<file path="config.mk">
export PLATFORM = sky130hd
export DESIGN_NAME = spi_word_controller
export DESIGN_NICKNAME = d
export VERILOG_FILES = /design/src/rtl/spi_word_controller.sv
export SDC_FILE = /design/constraint.sdc
export NUM_CORES = 1
export LEC_CHECK = 0
export ABC_CLOCK_PERIOD_IN_PS = 2600
export BUFFER_PORTS_ARGS = -buffer_cell sky130_fd_sc_hd__clkbuf_2
export CORE_MARGIN = 8
export CORE_UTILIZATION = 59
export CTS_CLUSTER_DIAMETER = 150
export DETAILED_ROUTE_END_ITERATION = 8
export PLACE_DENSITY = 0.84
export SYNTH_ARGS = -nofsm -noshare
export SYNTH_HDL_FRONTEND = slang
export SYNTH_SLANG_ARGS = --single-unit
</file>
<file path="constraint.sdc">
create_clock -name CLK -period 2.6 [get_ports CLK]
set_input_delay 0.13 -clock CLK [delete_from_list [all_inputs] [get_ports CLK]]
set_output_delay 0.13 -clock CLK [all_outputs]
set_load 0.03 [all_outputs]
</file>
<file path="src/rtl/spi_word_controller.sv">
// SPI mode-0 host controller: shifts one word out on COPI while capturing CIPO, one word per CS frame.
// Byte 0 goes first and each byte is sent MSB-first; start/busy/done handshake, start ignored while busy.
module spi_word_controller #(
    parameter int CLK_DIV   = 4,
    parameter int WORD_BITS = 64
) (
    input  logic                 CLK,
    input  logic                 resetn,
    input  logic                 start,
    input  logic [WORD_BITS-1:0] word_tx,
    output logic                 busy,
    output logic                 done,
    output logic [WORD_BITS-1:0] word_rx,
    output logic                 SCK,
    output logic                 CS,
    output logic                 COPI,
    input  logic                 CIPO
);
    localparam int            IW       = $clog2(WORD_BITS);
    localparam int            CW       = IW + 1;
    localparam logic [CW-1:0] LAST_BIT = CW'(WORD_BITS - 1);
    localparam logic [7:0]    DIV_LAST = 8'(CLK_DIV - 1);

    if (CLK_DIV < 1 || CLK_DIV > 255) begin : g_bad_div
        $error("spi_word_controller: CLK_DIV must be within 1..255");
    end
    if (WORD_BITS < 8 || (WORD_BITS % 8) != 0) begin : g_bad_width
        $error("spi_word_controller: WORD_BITS must be a non-zero multiple of 8");
    end

    typedef enum logic [2:0] {
        IDLE,
        SETUP,
        SHIFT_HI,
        SHIFT_LO,
        HOLD,
        GAP
    } state_t;

    state_t               state_q, state_d;
    logic [7:0]           div_q, div_d;
    logic [CW-1:0]        bit_q, bit_d;
    logic [CW-1:0]        bit_nxt;
    logic [WORD_BITS-1:0] tx_q, tx_d;
    logic [WORD_BITS-1:0] rx_q, rx_d;
    logic [WORD_BITS-1:0] word_rx_q, word_rx_d;
    logic                 sck_q, sck_d;
    logic                 cs_q, cs_d;
    logic                 copi_q, copi_d;
    logic                 busy_q, busy_d;
    logic                 done_q, done_d;
    logic                 tick;

    // Wire bit n lives at word index 8*(n/8) + 7 - n%8, i.e. n with its low three bits inverted.
    function automatic logic [IW-1:0] wire_idx(input logic [CW-1:0] n);
        return n[IW-1:0] ^ IW'(7);
    endfunction

    assign tick    = (div_q == DIV_LAST);
    assign bit_nxt = bit_q + CW'(1);

    always_comb begin
        state_d   = state_q;
        div_d     = 8'd0;
        bit_d     = bit_q;
        tx_d      = tx_q;
        rx_d      = rx_q;
        word_rx_d = word_rx_q;
        sck_d     = sck_q;
        cs_d      = cs_q;
        copi_d    = copi_q;
        busy_d    = busy_q;
        done_d    = 1'b0;

        if (state_q != IDLE && !tick) begin
            div_d = div_q + 8'd1;
        end

        case (state_q)
            IDLE: begin
                if (start) begin
                    tx_d    = word_tx;
                    rx_d    = '0;
                    bit_d   = '0;
                    cs_d    = 1'b0;
                    busy_d  = 1'b1;
                    copi_d  = word_tx[wire_idx('0)];
                    state_d = SETUP;
                end
            end
            SETUP: begin
                if (tick) begin
                    sck_d                 = 1'b1;
                    rx_d[wire_idx(bit_q)] = CIPO;
                    state_d               = SHIFT_HI;
                end
            end
            SHIFT_HI: begin
                if (tick) begin
                    sck_d   = 1'b0;
                    copi_d  = (bit_q == LAST_BIT) ? 1'b0 : tx_q[wire_idx(bit_nxt)];
                    state_d = SHIFT_LO;
                end
            end
            SHIFT_LO: begin
                if (tick) begin
                    if (bit_q == LAST_BIT) begin
                        state_d = HOLD;
                    end else begin
                        bit_d                   = bit_nxt;
                        sck_d                   = 1'b1;
                        rx_d[wire_idx(bit_nxt)] = CIPO;
                        state_d                 = SHIFT_HI;
                    end
                end
            end
            HOLD: begin
                if (tick) begin
                    cs_d      = 1'b1;
                    done_d    = 1'b1;
                    word_rx_d = rx_q;
                    state_d   = GAP;
                end
            end
            GAP: begin
                if (tick) begin
                    busy_d  = 1'b0;
                    bit_d   = '0;
                    state_d = IDLE;
                end
            end
            default: begin
                state_d = IDLE;
            end
        endcase
    end

    always_ff @(posedge CLK) begin
        if (!resetn) begin
            state_q   <= IDLE;
            div_q     <= 8'd0;
            bit_q     <= '0;
            tx_q      <= '0;
            rx_q      <= '0;
            word_rx_q <= '0;
            sck_q     <= 1'b0;
            cs_q      <= 1'b1;
            copi_q    <= 1'b0;
            busy_q    <= 1'b0;
            done_q    <= 1'b0;
        end else begin
            state_q   <= state_d;
            div_q     <= div_d;
            bit_q     <= bit_d;
            tx_q      <= tx_d;
            rx_q      <= rx_d;
            word_rx_q <= word_rx_d;
            sck_q     <= sck_d;
            cs_q      <= cs_d;
            copi_q    <= copi_d;
            busy_q    <= busy_d;
            done_q    <= done_d;
        end
    end

    assign busy    = busy_q;
    assign done    = done_q;
    assign word_rx = word_rx_q;
    assign SCK     = sck_q;
    assign CS      = cs_q;
    assign COPI    = copi_q;

endmodule

</file>
* Yosys cells after proc, flatten, opt, wreduce, memory -nomap -nowiden
Cells that the tools add are included.
** Storage, ports and cells
- Register bits after elaboration :: 215
- Latch bits :: 0
- Bits in writable memories :: 0
- ROM bits :: 0
- Input port bits :: 68
- Output and inout port bits :: 69
- Logic and storage cells :: 96
- Memories :: 0
** Cells by class
- Add/sub/neg operators :: 2
- $mul :: 0
- Div/mod/pow operators :: 0
- Magnitude comparators :: 4
- Equality and inequality tests :: 14
- Shift-type cells :: 0
- Mux-type cells :: 40
- Bitwise logic cells :: 2
- Reductions and logical operators :: 23
** Operators by type and width (count)
- 2-to-1 mux 64 bit :: 4
- case mux 64 bit (3 select lines) :: 1
- bitwise mux 64 bit :: 2
- 2-to-1 mux 7 bit :: 4
- 2-to-1 mux 3 bit :: 7
- case mux 7 bit (3 select lines) :: 1
- case mux 3 bit (6 select lines) :: 1
- AND reduction 5 bit :: 3
- < comparator 6 x 7 -> 1 bit (second input constant) :: 2
- != test 2 bit (second input constant) :: 7
- 2-to-1 mux 1 bit :: 13
- demux 1 bit (select 6 bit) :: 2
- greater-or-equal comparator 6 x 1 -> 1 bit (second input constant) :: 2
- nonzero test 3 bit :: 4
- AND reduction 3 bit :: 3
- adder 8 x 1 -> 8 bit (second input constant) :: 1
- == test 8 x 2 -> 1 bit (second input constant) :: 1
- AND reduction 2 bit :: 4
- adder 7 x 1 -> 7 bit (second input constant) :: 1
- == test 7 x 6 -> 1 bit (second input constant) :: 1
- binary-select mux 1 bit (select 6 bit) :: 1
- == test 3 x 2 -> 1 bit (second input constant) :: 2
- == test 3 bit (second input constant) :: 2
- inverter 3 bit :: 2
- 8 further kinds :: 14

* Logic depth before layout (Yosys ltp)
- Word-level depth :: 10
- Depth in mapped cells :: 9
- Mapped depth without buffers :: 7

* Worst setup path after synthesis
OpenSTA, ideal clock, no wires.
- Kind :: register -> register
- Start :: register bit_q[0]
- End :: register rx_q[60]
- Library setup time :: 0.119 ns
- Arrival time :: 2.062 ns
- Data required time :: 2.481 ns
- Path slack :: 0.420 ns
- Cell stages (with the launch flop) :: 10
- Buffers on the path :: 2
- Clock period less this slack :: 2.180 ns
- Cells stage by stage :: dfxtp_1 -> ha_1 -> buf_4 -> nand3b_1 -> o31a_1 -> o21ai_2 -> buf_6 -> nand3_1 -> mux2i_1 -> o221a_2
** Between the ends
- Word-level cells in the longest chain between the ends :: 10
- Elaborated cells on any way between the ends :: 22
- Those cells by class :: add/sub (1); order compare (4); eq/ne (2); mux (10); bitwise (2); reduce/logical (3)
** Ends and longest elaborated chain
- start: declaration :: RTL line 42 : logic [CW-1:0] bit_q, bit_d;
- start signal: assignment :: RTL line 154 : bit_q <= bit_d;
- adder 7 x 1 -> 7 bit :: RTL line 60 : assign bit_nxt = bit_q + CW'(1);
- inverter 3 bit (no source line)
- < comparator 6 x 7 -> 1 bit (not written as such) / greater-or-equal comparator 6 x 1 -> 1 bit (equally long branches) :: RTL line 112 : rx_d[wire_idx(bit_nxt)] = CIPO;
- logical AND 1 bit (not written as such) :: RTL line 112
- 2-to-1 mux 1 bit (not written as such) :: RTL line 112
- demux 1 bit (select 6 bit) :: RTL line 112
- bitwise mux 64 bit :: RTL line 112
- 2-to-1 mux 64 bit :: RTL line 107 : if (bit_q == LAST_BIT) begin
- 2-to-1 mux 64 bit :: RTL line 106 : if (tick) begin
- case mux 64 bit (3 select lines) :: RTL line 79 : case (state_q)
- end signal: assignment :: RTL line 156 : rx_q <= rx_d;
- end: declaration :: RTL line 45 : logic [WORD_BITS-1:0] rx_q, rx_d;
Several ways; a longest one is shown, not always the timed one. The select of a mux whose other input is x is not followed.
A chain may end at the register's enable or synchronous reset.

* Final worst setup path
- Start :: register bit_q[1]
- End :: register rx_q[27]
Same word-level chain as after synthesis.

==> flow_summary.yaml <==
worst_setup_path:
  start_kind: "flop"
  required_ns: 3.06
  critPathBufInv: 2
  cp.depth: 9
  max_stage_delay_ns: 0.39
  crit_path_start: "bit_q[1]$_SDFFE_PN0P_"
  crit_family: "compound AO/OA/AOI/OAI gates"
  critPathSlowestCell: "a31oi_1"
  crit_fanout: 52
  reg2reg_depth: 9
  worstPathCellList: "ha_1 -> buf_4 -> and3b_1 -> nand3_1 -> a31oi_1 -> nor2_4 -> clkbuf_16 -> o21ai_0 -> o221a_2"
  cp_data_arrival_time_ns: 2.93
  critical_path_class: "flop to flop"
  end_kind: "flop"
  r2r-start: "bit_q[1]$_SDFFE_PN0P_"
pwr:
  powerDensity_nw_per_um2: 584
  ir_drop_mv: 0.605
  p_leak_nw: 5.41
cts:
  path_clk_slew_ns: 0.06
  tritoncts: "yes"
  htreeDepth: 1
  clk_latency_ns: 0.52
  clock_path_buffers: 3
  clock_sinks: 215
  cts_inserted_buffers: 23
  root_buffer: "clkbuf_16"
die:
  die_y_um: 154
  core_area_um2: 18700
  placement_rows: 50
  num_io_pins: 137
  die_w_um: 154
  dieArea_um2: 23700
  start_util_pct: 60.0
sta:
  slew_viol_final: 0
  setup_viol: 0
  fin_setup_tns_ns: 0
  finClkSkew_ns: 0.0107
  max_freq_ghz: 0.404
  period_needed_ns: 2.48
  rsz0062_at_grt: "false"
  relSlewSlack_pct: 34.4
  finalCritPeriodShare_pct: 95.3
  hold_viol: 0
  tightestPinTransition_ns: 0.968
final_layout:
  area_delta_synth_final_pct: 22.5
  diodes: 0
  final_cells: 1758
  fillers: 1263
  drive_gt1_share_pct: 23.0
  stdcell_area_um2: 13800
  nets: 1578
  multi_input_area_um2: 6310
  area.sequential_um2: 4310
global_routing:
  grt_remaining_overflow: 0
  grt_pass1_wl_um: 59100
  antenna_found_initial: 0
  grt_max_degree: 105
  track_usage_pct: 30.0
  grt_pass1_vias: 11200
synthesis:
  synth_flop_cell: "dfxtp_1"
  synth-seq-area-share_pct: 38.3
  synthArstFlopShare_pct: 0
  netlist_area_um2: 11200
  yosysMostFrequentCell: "dfxtp_1"
  ys_types: 75
  synth_edf_count: 0
  synth_common_cells: "215 x dfxtp_1, 194 x a21oi_1, 185 x nand2_1, 118 x o21ai_0, 85 x clkbuf_1"
  synth_top_area_share_pct: 38.3
  syn_inst: 1345
  syn_avg_cell_area_um2: 8.35
  synth-seq-cells: 215
  synth_warnings: 0
  synth_fp_nets: 1415
  synth_top_cell_by_area: "dfxtp_1"
  synth_area_leaders: "dfxtp_1 38%, a21oi_1 8.6%, nand2_1 6.2%"
placed_design:
  io_buffer_count: 136
  place_congestion: 0.969
  post-dp-hpwl_um: 21500
  placed_cells: 1651
  place_area_um2: 12200
hold_path:
  hold_depth: 3
  worstHoldStart: "start"
  holdCritPathClass: "input pin to flop"
route:
  ant_nets: 0
  drtIter0Drc: 1533
  wl_per_cell_um: 21.3
  drc: 0
  vias: 11600
  first_pass_iters: 6
  vias_per_cell: 6.60
  wl_um: 37400
flow_run:
  maxCapViolCount: 0
status:
  outcome: "complete, no violations"
[what timing repair did]
action / CTS / global route
hold buffers: 65 / 0
endpoints found under the setup margin: 0 / 5
hold endpoints to repair: 66 / 0
setup buffers: 0 / 0
resized for setup: 0 / 2
[flip-flops by register name (all words and copies together), names as in the netlist]
signal	flops
rx_q	64
tx_q	64
state_q	3
CS	1
word_rx	64
COPI	1
div_q	8
SCK	1
done	1
bit_q	7
busy	1
[path summary, 6_finish.rpt]
check	endpoint	slack, ns
worst max-delay path	rx_q[27]$_SDFFE_PN0P_	0.12
worst min-delay path	state_q[0]$_SDFFE_PN0P_	0.07
worst max register to register	rx_q[27]$_SDFFE_PN0P_	0.12
worst min register to register	div_q[0]$_SDFF_PN0_	0.44
[cell families (layout without fill, tap and decap cells)]
logic type	after synthesis	in the layout	share of synthesized area, %
simple gates	389	389	16.9
xor+xnor	10	10	1.28
flops	215	215	38.3
mux	111	111	11.1
compound gates	475	475	26.3
buf+inv	143	322	5.82
fa+ha+maj	2	2	0.223
[placed cells by master, fill, tap and decap left out, types with 22 or more instances in the layout]
| cell | instances |
|---|---|
| buf_4 | 68 |
| a22o_1 | 64 |
| o221a_2 | 22 |
| clkbuf_16 | 24 |
| a21oi_1 | 193 |
| nand3_1 | 62 |
| nor2_1 | 48 |
| mux2i_1 | 65 |
| nand2_1 | 185 |
| o211ai_1 | 23 |
| o21ai_0 | 118 |
| dlygate4sd3_1 | 65 |
| dfxtp_1 | 214 |
| clkbuf_2 | 136 |
| mux2_2 | 35 |
[stage by stage]
stage | hold slack [ns] | utilization, % | worst slack, ns | power, mW
floorplan | 0.266 | - | 0.420 | 4.00
global placement | 0.353 | 65.3 | 0.292 | 4.17
detailed placement | 0.358 | 65.3 | 0.189 | 4.20
CTS | 0.0610 | 73.5 | 0.0946 | 7.98
global route | 0.0967 | 73.5 | 0.0224 | 8.27
finish | 0.0710 | 73.5 | 0.123 | 8.04
[where the power goes]
part | switching, mW | internal (mW)
sequential | 0.127 | 3.43
combinational | 0.401 | 0.308
clock | 1.39 | 2.38
[worst reg2reg max path, stage by stage (launching register included)]
cell	delay [ns]
dfxtp_1	0.35
ha_1	0.30
buf_4	0.23
and3b_1	0.22
nand3_1	0.16
a31oi_1	0.39
nor2_4	0.10
clkbuf_16	0.26
o21ai_0	0.18
o221a_2	0.24
[metal layers]
metal / GRT usage [%] / share of wire [%] / vias to the layer above
met2: 48.6 / 46 / 763
met1: 35.8 / 37 / 5401
met5: 0 / 0 / -
met4: 16.5 / 5.9 / 0
li1: - / - / 5211
met3: 7.82 / 11 / 221
[layout make-up]
type,count,area share [%]
flip-flops and latches,215,31.3
multi-input cells,987,45.9
clock inverters,14,1.87
repair buffers,275,14.2
clock buffers,27,4.44
inverters,6,0.164
well taps,234,2.13
No activity file was read; power rests on OpenSTA's default activity.
